**src/rtl/heartbeat_analyzer.sv**
```systemverilog
// heartbeat_analyzer
//   Rhythm-analysis stage feeding the AED control FSM. Measures the R-R
//   interval between accepted beat edges and reports whether a heartbeat is
//   present (H) and whether the rhythm is regular (R).
//
// Ports
//   clk          in   1  system clock, rising edge
//   reset        in   1  asynchronous, active-low reset
//   beat         in   1  beat detect level from the ECG front end (sync to clk)
//   H            out  1  heartbeat present (registered)
//   R            out  1  regular rhythm, never high while H is low (registered)
//   interval     out  W  last accepted R-R interval in cycles; held through LOST
//   int_valid    out  1  one-cycle strobe when interval updates
//   o_dbg_state  out  2  current FSM state (LOST=0, ACQUIRE=1, TRACK=2)
//
// Handshake: there is no back-pressure. int_valid is a pure strobe; a
// consumer must sample interval in the same cycle int_valid is high.
module heartbeat_analyzer #(
  parameter int TIMEOUT = 200,
  parameter int MIN_INT = 20,
  parameter int TOL     = 10,
  parameter int NREG    = 3,
  localparam int W      = $clog2(TIMEOUT + 2)
) (
  input  logic         clk,
  input  logic         reset,
  input  logic         beat,
  output logic         H,
  output logic         R,
  output logic [W-1:0] interval,
  output logic         int_valid,
  output logic [1:0]   o_dbg_state
);

  localparam int MW = $clog2(NREG + 1);

  localparam logic [W-1:0]  C_SAT  = W'(TIMEOUT + 1);
  localparam logic [W-1:0]  C_MAX  = W'(TIMEOUT);
  localparam logic [W-1:0]  C_MIN  = W'(MIN_INT);
  localparam logic [W-1:0]  C_TOL  = W'(TOL);
  localparam logic [W-1:0]  C_ONE  = W'(1);
  localparam logic [MW-1:0] C_NREG = MW'(NREG);

  typedef enum logic [1:0] {
    ST_LOST    = 2'd0,
    ST_ACQUIRE = 2'd1,
    ST_TRACK   = 2'd2
  } state_t;

  state_t        r_state, w_state_next;
  logic          r_beat_q;
  logic [W-1:0]  r_cnt, w_cnt_next;
  logic [W-1:0]  r_prev, w_prev_next;
  logic [MW-1:0] r_match, w_match_next;
  logic [W-1:0]  r_interval, w_interval_next;
  logic          r_int_valid, w_int_valid_next;
  logic          r_h, r_r;

  logic          w_edge;
  logic          w_sat;
  logic          w_in_window;
  logic [W-1:0]  w_diff;
  logic          w_regular;

  assign w_edge      = beat & ~r_beat_q;
  assign w_sat       = (r_cnt == C_SAT);
  assign w_in_window = (r_cnt >= C_MIN) && (r_cnt <= C_MAX);
  // Unsigned distance without wrap: subtract the smaller from the larger.
  assign w_diff      = (r_cnt >= r_prev) ? (r_cnt - r_prev) : (r_prev - r_cnt);
  assign w_regular   = (w_diff <= C_TOL);

  always_comb begin
    w_state_next     = r_state;
    w_cnt_next       = w_sat ? r_cnt : (r_cnt + C_ONE);
    w_prev_next      = r_prev;
    w_match_next     = r_match;
    w_interval_next  = r_interval;
    w_int_valid_next = 1'b0;

    case (r_state)
      ST_LOST: begin
        if (w_edge) begin
          w_state_next = ST_ACQUIRE;
          w_cnt_next   = C_ONE;
          w_match_next = '0;
        end
      end

      ST_ACQUIRE, ST_TRACK: begin
        if (w_edge && w_in_window) begin
          w_state_next     = ST_TRACK;
          w_cnt_next       = C_ONE;
          w_interval_next  = r_cnt;
          w_prev_next      = r_cnt;
          w_int_valid_next = 1'b1;
          if (r_state == ST_ACQUIRE || !w_regular) begin
            w_match_next = '0;
          end else if (r_match != C_NREG) begin
            w_match_next = r_match + MW'(1);
          end
        end else if (w_sat) begin
          // Timed out. An edge landing on this same cycle is judged as if we
          // were already LOST, so it immediately starts a fresh acquisition.
          w_match_next = '0;
          if (w_edge) begin
            w_state_next = ST_ACQUIRE;
            w_cnt_next   = C_ONE;
          end else begin
            w_state_next = ST_LOST;
          end
        end
      end

      default: begin
        w_state_next = ST_LOST;
        w_match_next = '0;
      end
    endcase
  end

  always_ff @(posedge clk or negedge reset) begin
    if (!reset) begin
      r_state     <= ST_LOST;
      r_beat_q    <= 1'b0;
      r_cnt       <= '0;
      r_prev      <= '0;
      r_match     <= '0;
      r_interval  <= '0;
      r_int_valid <= 1'b0;
      r_h         <= 1'b0;
      r_r         <= 1'b0;
    end else begin
      r_state     <= w_state_next;
      r_beat_q    <= beat;
      r_cnt       <= w_cnt_next;
      r_prev      <= w_prev_next;
      r_match     <= w_match_next;
      r_interval  <= w_interval_next;
      r_int_valid <= w_int_valid_next;
      r_h         <= (w_state_next == ST_TRACK);
      r_r         <= (w_state_next == ST_TRACK) && (w_match_next == C_NREG);
    end
  end

  assign H           = r_h;
  assign R           = r_r;
  assign interval    = r_interval;
  assign int_valid   = r_int_valid;
  assign o_dbg_state = r_state;

endmodule

```
**config.mk**
```make
export PLATFORM = sky130hd
export DESIGN_NAME = heartbeat_analyzer
export DESIGN_NICKNAME = d
export VERILOG_FILES = /design/src/rtl/heartbeat_analyzer.sv
export SDC_FILE = /design/constraint.sdc
export NUM_CORES = 1
export LEC_CHECK = 0
export ABC_AREA = 0
export BUFFER_PORTS_ARGS = -buffer_cell sky130_fd_sc_hd__buf_2
export CAP_MARGIN = 10
export CORE_ASPECT_RATIO = 1.5
export CORE_MARGIN = 2
export CORE_UTILIZATION = 35
export DETAILED_ROUTE_END_ITERATION = 7
export GPL_TIMING_DRIVEN = 0
export PLACE_DENSITY = 0.6
export SETUP_SLACK_MARGIN = 0.5
export SLEW_MARGIN = 30
export SYNTH_ARGS = -nofsm -noshare
export SYNTH_HDL_FRONTEND = slang
export SYNTH_SLANG_ARGS = --single-unit
```
**constraint.sdc**
```tcl
create_clock -name clk -period 4.7 [get_ports clk]
set_clock_uncertainty 0.1 [all_clocks]
set_input_delay 0.47 -clock clk [delete_from_list [all_inputs] [get_ports clk]]
set_output_delay 0.47 -clock clk [all_outputs]
set_load 0.02 [all_outputs]
```
== Word-level counts from Yosys, hierarchy flattened ==
Index checks and enable logic that the tools add are counted.

* Add/sub/neg operators: 4
* $lt $le $gt $ge: 4
* Eq/ne operators: 6
* Muxes and demuxes: 19
* Bitwise gates (word level): 2
* Reduce and logical (&&, ||, !) cells: 8

{| class="wikitable"
|+ Operator list
! kind !! number
|-
| 8-bit 2-to-1 mux || 5
|-
| 2-bit 2-to-1 mux || 8
|-
| 8-bit case mux with 2 select lines || 1
|-
| 8-bit subtractor || 2
|-
| 8-bit by 1-bit adder with 8-bit output, second input constant || 1
|-
| 8-bit equality test, second input constant || 1
|-
| 8-bit by 5-bit greater-or-equal comparator with 1-bit output, second input constant || 1
|-
| 8-bit greater-or-equal comparator || 1
|-
| 8-bit by 4-bit <= comparator with 1-bit output, second input constant || 1
|-
| 8-bit <= comparator, second input constant || 1
|-
| 2-bit case mux with 2 select lines || 2
|-
| 2-bit equality test, second input constant || 3
|-
| 1-bit logical AND || 3
|-
| 1-bit 2-to-1 mux || 3
|-
| 2-bit by 1-bit adder with 2-bit output, second input constant || 1
|-
| 2-bit by 1-bit equality test with 1-bit output, second input constant || 1
|-
| 2-bit logical NOT || 1
|-
| 2-bit != test, second input constant || 1
|-
| 2-bit AND reduction || 1
|-
| 2-bit OR reduction || 1
|-
| 1-bit AND || 1
|-
| 1-bit logical NOT || 1
|-
| 1-bit logical OR || 1
|-
| 1-bit inverter || 1
|}

* Register bits: 24
* Output and inout bits: 13
* Logic and storage cells: 51

== Logic depth before layout (Yosys ltp) ==
Gate-level depths: netlist of run 1.

* Depth after elaboration: 10
* Depth in mapped cells: 11
* Depth with buffers taken out: 11

== Worst setup path before layout of run 1 ==
OpenSTA, ideal clock, no wires.

* Kind: register to register
* Start: register interval[0] (netlist name)
* End: register r_match[1]
* Arrival: 2316 ps
* Data required time: 4522 ps
* Path slack: 2207 ps
* Stages on the path, launching flop included: 11
* Clock period less this slack: 2493 ps
* Path through: dfrtp_1 > ha_1 > fa_1 > nand2b_1 > a21oi_2 > a41o_1 > a211oi_1 > a211o_1 > o32ai_2 > o211ai_1 > a21oi_1

{| class="wikitable"
|+ RTL lines
! item !! line !! RTL
|-
| end signal, assigned || 137 || <nowiki>r_match <= w_match_next;</nowiki>
|-
| end, declared || 54 || <nowiki>logic [MW-1:0] r_match, w_match_next;</nowiki>
|}

== Worst setup path after layout of run 1 ==
* Start: register r_cnt[0]
* End: register r_match[1]

* Longest elaborated chain between the ends: 8

{| class="wikitable"
|+ RTL lines
! item !! line !! RTL
|-
| start, declared || 52 || <nowiki>logic [W-1:0] r_cnt, w_cnt_next;</nowiki>
|-
| start signal, assigned || 135 || <nowiki>r_cnt <= w_cnt_next;</nowiki>
|-
| 8-bit subtractor / 8-bit greater-or-equal comparator (equally long branches) || 69 || <nowiki>assign w_diff = (r_cnt >= r_prev) ? (r_cnt - r_prev) : (r_prev - r_cnt);</nowiki>
|-
| 8-bit 2-to-1 mux || 69 ||
|-
| 8-bit by 4-bit <= comparator with 1-bit output || 70 || <nowiki>assign w_regular = (w_diff <= C_TOL);</nowiki>
|-
| 1-bit logical NOT || 96 || <nowiki>if (r_state == ST_ACQUIRE || !w_regular) begin</nowiki>
|-
| 1-bit logical OR || 96 ||
|-
| 2-bit 2-to-1 mux || 96 ||
|-
| 2-bit 2-to-1 mux * || 90 || <nowiki>if (w_edge && w_in_window) begin</nowiki>
|-
| 2-bit case mux with 2 select lines * || 80 || <nowiki>case (r_state)</nowiki>
|-
| via w_match_next[1] || 54 ||
|}

Mark *: on every way through the listed nets, which the timed path passes. The rest lies on a longest branch.
A chain may end at the register's enable or synchronous reset.

==> results.json, run 1 <==
{
  "outcome": "finished clean",
  "synth_cells": 230,
  "syn_area_per_cell_sq_um": 8.33,
  "hp-class": "input port to asynchronous set/reset pin",
  "worstSetupStartpointType": "register",
  "grt_max_degree": 25,
  "synth_common_cells": "24 x dfrtp_1, 24 x inv_1, 24 x nand2_1",
  "place_area_sq_um": 2080,
  "yosysWarnings": 0,
  "setup_viol": 0,
  "clock_path_buffers": 2,
  "fin_area_sq_um": 2130,
  "place_congestion": 0.839,
  "clk_pin_slew_ns": 0.08,
  "finalCritPeriodShare": 0.609,
  "fmax_mhz": 349,
  "slew_headroom": 0.634,
  "synth_fp_nets": 256,
  "netlist-cell-type-count": 45,
  "critPathKind": "register to register",
  "die_w_um": 64.4,
  "fin_tns_setup_ns": 0,
  "crit_fanout": 5,
  "cts-root-buf": "clkbuf_8",
  "dp_cells": 315,
  "grt_pass1_vias": 1628,
  "drt_iter0_markers": 59,
  "synth_area_leaders": "dfrtp_1 31%, ha_1 14%, a21oi_1 5.2%, o21ai_0 5.0%, inv_1 4.7%",
  "rows": 33,
  "start_util": 0.357,
  "syn-cell-area_sq_um": 1920,
  "rsz0062_at_grt": "false",
  "final_core_util": 0.397,
  "area_growth_syn_to_layout_pct": 11.4,
  "fin_cells": 319,
  "h-tree-depth": 1,
  "cts_sinks": 24,
  "synth_edf_count": 0,
  "totalWireLength_mm": 4.16,
  "max_cap_viol_count": 0,
  "ios": 16,
  "antenna_found_initial": 0,
  "worst-slew-pin-transition_ns": 0.545,
  "crit_path_max_incr_delay_ns": 0.44,
  "grt_usage": 0.145,
  "worstPathRequired_ns": 4.79,
  "portBuffers": 15,
  "cp_data_arrival_time_ns": 2.95,
  "vdd_ir_drop_max_mv": 0.312,
  "yosys.area.top_type": "dfrtp_1",
  "grt-ovfl-total": 0,
  "drtAntennaViolNets": 0,
  "powerDensity_nw_per_um2": 400,
  "core-area_sq_um": 5370,
  "drv_slew": 0,
  "post_cts_buffers": 0,
  "hold_viol": 0,
  "postCtsResizedCells": 0,
  "route.detailed.drc": 0,
  "ys_seq_area_frac": 0.314,
  "layout_setup_ws_ns": 1.84,
  "cts_inserted_buffers": 3,
  "synthFlopType": "dfrtp_1",
  "nFillCells": 591,
  "die_area_sq_um": 6090,
  "crit_path_top_delay_cell": "dfrtp_1",
  "worstPathCellList": "inv_1 > ha_1 > fa_1 > nand2b_1 > a21oi_2 > a41o_1 > a211oi_1 > a211o_1 > o32ai_2 > o211ai_1 > a21oi_1",
  "diodes": 0,
  "cts_hold_buffers": 0,
  "regArea_sq_um": 601,
  "wire_per_inst_um": 13.0,
  "clock_latency_ns": 0.26,
  "critPathCaptureType": "register",
  "fp.dieH_um": 94.6,
  "vias": 1601,
  "cts_tree": "yes",
  "fin_nets": 276,
  "yosysTopAreaCellShare": 0.314,
  "multiInputGateArea_sq_um": 1180,
  "leakage_nw": 0.963,
  "async_reset_ff_frac": 1.00,
  "post-dp-hpwl_mm": 3.37,
  "finalCriticalPeriod_ns": 2.86,
  "place_ws_ns": 1.82,
  "cpLargestDelayFamily": "compound AO/OA/AOI/OAI gates",
  "synth.ff_latch_count": 24,
  "grt_pass1_wl_mm": 6.98,
  "first_pass_iters": 4,
  "drive_above_1_share": 0.133,
  "vias_per_cell": 5.02,
  "crit_buf_inv": 1
}
==> routing by layer <==
layer / global-route usage / up-vias / share of wire
met2: 0.281 / 24 / 0.55
met1: 0.153 / 752 / 0.39
met5: 0 / - / 0
met4: 0.0745 / 0 / 0.036
met3: 0.0131 / 12 / 0.024
li1: - / 813 / -
==> through the flow <==
step           power [W]  hold WS, ns
2_1_floorplan   0.000611       0.0744
3_3_place_gp    0.000709        0.389
3_5_place_dp    0.000717        0.395
4_1_cts         0.000860        0.102
5_1_grt         0.000929        0.138
6_report        0.000853       0.0807
==> flip-flops by register name, indices dropped and copies added, names as in the netlist <==
name and cells:
r_beat_q 1, r_match 2, R 1, H 1
int_valid 1, r_cnt 8, interval 8, o_dbg_state 2
==> cells by family (layout without fill, tap and decap cells) <==
kind of cell | count (synthesis) | count (layout) | synth area share
compound gates | 62 | 62 | 0.204
buf+inv | 32 | 51 | 0.0692
fa+ha+maj | 23 | 23 | 0.158
mux | 1 | 1 | 0.00523
xor+xnor | 11 | 11 | 0.0503
simple gates | 77 | 77 | 0.199
flops | 24 | 24 | 0.314
==> worst reg2reg max path, stage by stage, from the launching register on <==
cell and delay (ns):
dfrtp_1 0.44, inv_1 0.12, ha_1 0.23, fa_1 0.42, nand2b_1 0.18, a21oi_2 0.19, a41o_1 0.15, a211oi_1 0.10
a211o_1 0.24, o32ai_2 0.35, o211ai_1 0.14, a21oi_1 0.14
==> report_power, final <==
part / total (W) / internal, W / switching [W] / leakage (nW)
Clock: 0.000139 / 0.0000748 / 0.0000640 / 0.0288
Sequential: 0.000256 / 0.000227 / 0.0000283 / 0.321
Combinational: 0.000459 / 0.000189 / 0.000270 / 0.613
==> path summary, 6_finish.rpt <==
kind                                         start                 endpoint  slack (ns)  cells after the start
max                             r_cnt[0]$_DFF_PN0_     r_match[1]$_DFF_PN0_        1.84                     11
min                                          reset     r_match[0]$_DFF_PN0_        0.08                      1
max reg2reg                     r_cnt[0]$_DFF_PN0_     r_match[1]$_DFF_PN0_        1.84                     11
min reg2reg                interval[5]$_DFFE_PN0P_  interval[5]$_DFFE_PN0P_        0.44                      2
max in group asynchronous                    reset       r_cnt[3]$_DFF_PN0_        4.06                      1
min in group clk                              beat       r_beat_q$_DFF_PN0_        0.23                      1
==> placed cells by master (no fill, tap or decap), drive strengths merged <==
master	instances
a211o	1
a211oi	2
a21boi	1
a21oi	22
a311oi	2
a31o	1
a32oi	1
a41o	1
and2	1
and3	1
buf	20
clkbuf	7
dfrtp	24
fa	2
ha	21
inv	24
mux2i	1
nand2	24
nand2b	5
nand3	5
nand3b	4
nor2	21
nor2b	4
nor3	5
nor3b	1
nor4	1
o211ai	2
o21a	1
o21ai	23
o21bai	1
o22a	1
o22ai	2
o32ai	1
or2	4
or3	1
xnor2	9
xor2	2
==> area by class of cell <==
type                            count  share of cell area
Tap cell                           70              0.0411
Buffer                              8              0.0199
Timing Repair Buffer               15              0.0352
Inverter                           24              0.0422
Sequential cell                    24               0.282
Multi-Input combinational cell    174               0.554
Clock buffer                        4              0.0258
(Power assumes the default switching activity.)
==> inputs of run 2 (changes only) <==
==> constraint.sdc (replaced) <==
create_clock -name clk -period 2.8 [get_ports clk]
set_clock_uncertainty 0.1 [all_clocks]
set_input_delay 0.28 -clock clk [delete_from_list [all_inputs] [get_ports clk]]
set_output_delay 0.28 -clock clk [all_outputs]
set_load 0.02 [all_outputs]
==> run 2 against run 1 <==
Sequential cell count unchanged. Fmax increased by 10%. Final cell count increased by 2.5%. Critical path type unchanged. Critical endpoint unchanged. Largest cell class unchanged.
==> results.json, run 2 (synthesis gave the netlist of run 1 again) <==
{
  "ios": 16,
  "vias_per_cell": 5.00,
  "max_cap_viol_count": 0,
  "r2r_end": "r_match[1]$_DFF_PN0_",
  "leakage_nw": 1.00,
  "rr_startpoint": "r_cnt[0]$_DFF_PN0_",
  "cts_inserted_buffers": 3,
  "crit_path_top_delay_cell": "fa_2",
  "hp-start": "beat",
  "critPathCaptureType": "register",
  "start_util": 0.357,
  "setup_viol": 0,
  "h-tree-depth": 1,
  "worstPathCellList": "buf_6 > ha_4 > fa_2 > nor2_1 > nor2_1 > nor3b_1 > a311oi_1 > nand3_1 > o32ai_4 > o211ai_1 > a21oi_1",
  "holdPathEnd": "r_beat_q$_DFF_PN0_",
  "die_w_um": 64.4,
  "place_ws_ns": 0.139,
  "diodes": 0,
  "rows": 33,
  "area_growth_syn_to_layout_pct": 18.7,
  "mostFrequentLayoutCell": "nand2_1",
  "fp.dieH_um": 94.6,
  "hold_viol": 0,
  "cts_sinks": 24,
  "fin_nets": 284,
  "cp_data_arrival_time_ns": 2.69,
  "fmax_mhz": 384,
  "clock_path_buffers": 2,
  "core-area_sq_um": 5370,
  "critPathKind": "register to register",
  "drive_above_1_share": 0.206,
  "drt_iter0_markers": 72,
  "wire_per_inst_um": 13.4,
  "vias": 1634,
  "portBuffers": 15,
  "finalCritPeriodShare": 0.929,
  "worst-slew-pin-transition_ns": 0.553,
  "cpLargestDelayFamily": "compound AO/OA/AOI/OAI gates",
  "drv_slew": 0,
  "final_core_util": 0.424,
  "crit_path_max_incr_delay_ns": 0.52,
  "cts_tree": "yes",
  "route.detailed.drc": 0,
  "rsz0062_at_grt": "true",
  "ff2ff_setup_slack_ns": 0.20,
  "finalCriticalPeriod_ns": 2.60,
  "grt_max_degree": 25,
  "grt-ovfl-total": 0,
  "vdd_ir_drop_max_mv": 0.451,
  "first_pass_iters": 4,
  "antenna_found_initial": 0,
  "post-dp-hpwl_mm": 3.32,
  "outcome": "finished clean",
  "grt_pass1_wl_mm": 7.33,
  "crit_path_frequent_cell": "nor2_1",
  "grt_usage": 0.150,
  "reg2regPathDepth": 11,
  "hold_slack_ns": 0.0478,
  "worstSetupStartpointType": "register",
  "crit_fanout": 3,
  "die_area_sq_um": 6090,
  "clk_pin_slew_ns": 0.09,
  "cts-root-buf": "clkbuf_8",
  "totalWireLength_mm": 4.37,
  "place_congestion": 0.809,
  "min_path_cells": 1,
  "layout_setup_ws_ns": 0.198,
  "powerDensity_nw_per_um2": 691,
  "worstPathRequired_ns": 2.89,
  "crit_buf_inv": 1,
  "fin_tns_setup_ns": 0,
  "clock_latency_ns": 0.26,
  "hp-class": "input port to register",
  "layout_common_cells": "24 x nand2_1, 23 x inv_1, 21 x dfrtp_1, 20 x nor2_1",
  "slew_headroom": 0.632,
  "grt_pass1_vias": 1603,
  "drtAntennaViolNets": 0
}
run 2: changes by cell type in the layout (fill, tap and decap cells not counted), moves of 2 or more:
cell     previous run  this run
ha_1               21        19
ha_4                0         2
fa_1                2         0
a21oi_1            20        18
dfrtp_2             0         3
fa_2                0         2
buf_4               0         6
dfrtp_1            24        21
run 2: timing repair:
item                       4_1_cts  5_1_grt
resized for setup                6        6
setup endpoints to repair       13       14
hold endpoints to repair        24        0
hold buffers                     1        0
pin swaps                        2        8
buffers inserted                 5        2
gates cloned                     0        0
run 2: metal layers:
| metal | part of all wire | global-route usage |
|---|---|---|
| met5 | 0 | 0 |
| met3 | 0.018 | 0.00954 |
| met4 | 0.026 | 0.0585 |
| met1 | 0.41 | 0.166 |
| met2 | 0.55 | 0.294 |
run 2: power by group:
| group | switching [W] | leakage, nW | internal (W) | total [W] |
|---|---|---|---|---|
| combinational | 0.000522 | 0.656 | 0.000399 | 0.000921 |
| clock | 0.000109 | 0.0288 | 0.000125 | 0.000235 |
| sequential | 0.0000335 | 0.317 | 0.000383 | 0.000416 |
run 2: area by class of cell:
cell class	instances	area (sq um)
Buffer	8	42.5
Clock buffer	4	55.1
Fill cell	546	3090
Inverter	24	90.1
Multi-Input combinational cell	174	1250
Sequential cell	24	604
Tap cell	70	87.6
Timing Repair Buffer	23	141
run 2: metrics by stage:
step                      instances  cell area [sq um]  total power (W)
after global placement          315               2100          0.00120
after global routing            327               2270          0.00171
after CTS                       325               2240          0.00153
after detailed placement        315               2100          0.00121
final                           327               2270          0.00157
after floorplan                 230               1940          0.00104
run 2: worst max-delay path by stage:
stage                                       start  depth (start not counted)  slack, ns              endpoint
after floorplan           interval[0]$_DFFE_PN0P_                         10       0.47  r_match[1]$_DFF_PN0_
after global placement         r_cnt[0]$_DFF_PN0_                         11       0.14  r_match[1]$_DFF_PN0_
after detailed placement       r_cnt[1]$_DFF_PN0_                         10       0.14  r_match[1]$_DFF_PN0_
after CTS                 interval[0]$_DFFE_PN0P_                         10       0.26  r_match[1]$_DFF_PN0_
after global routing           r_cnt[0]$_DFF_PN0_                         11       0.15  r_match[1]$_DFF_PN0_
final                          r_cnt[0]$_DFF_PN0_                         11       0.20  r_match[1]$_DFF_PN0_
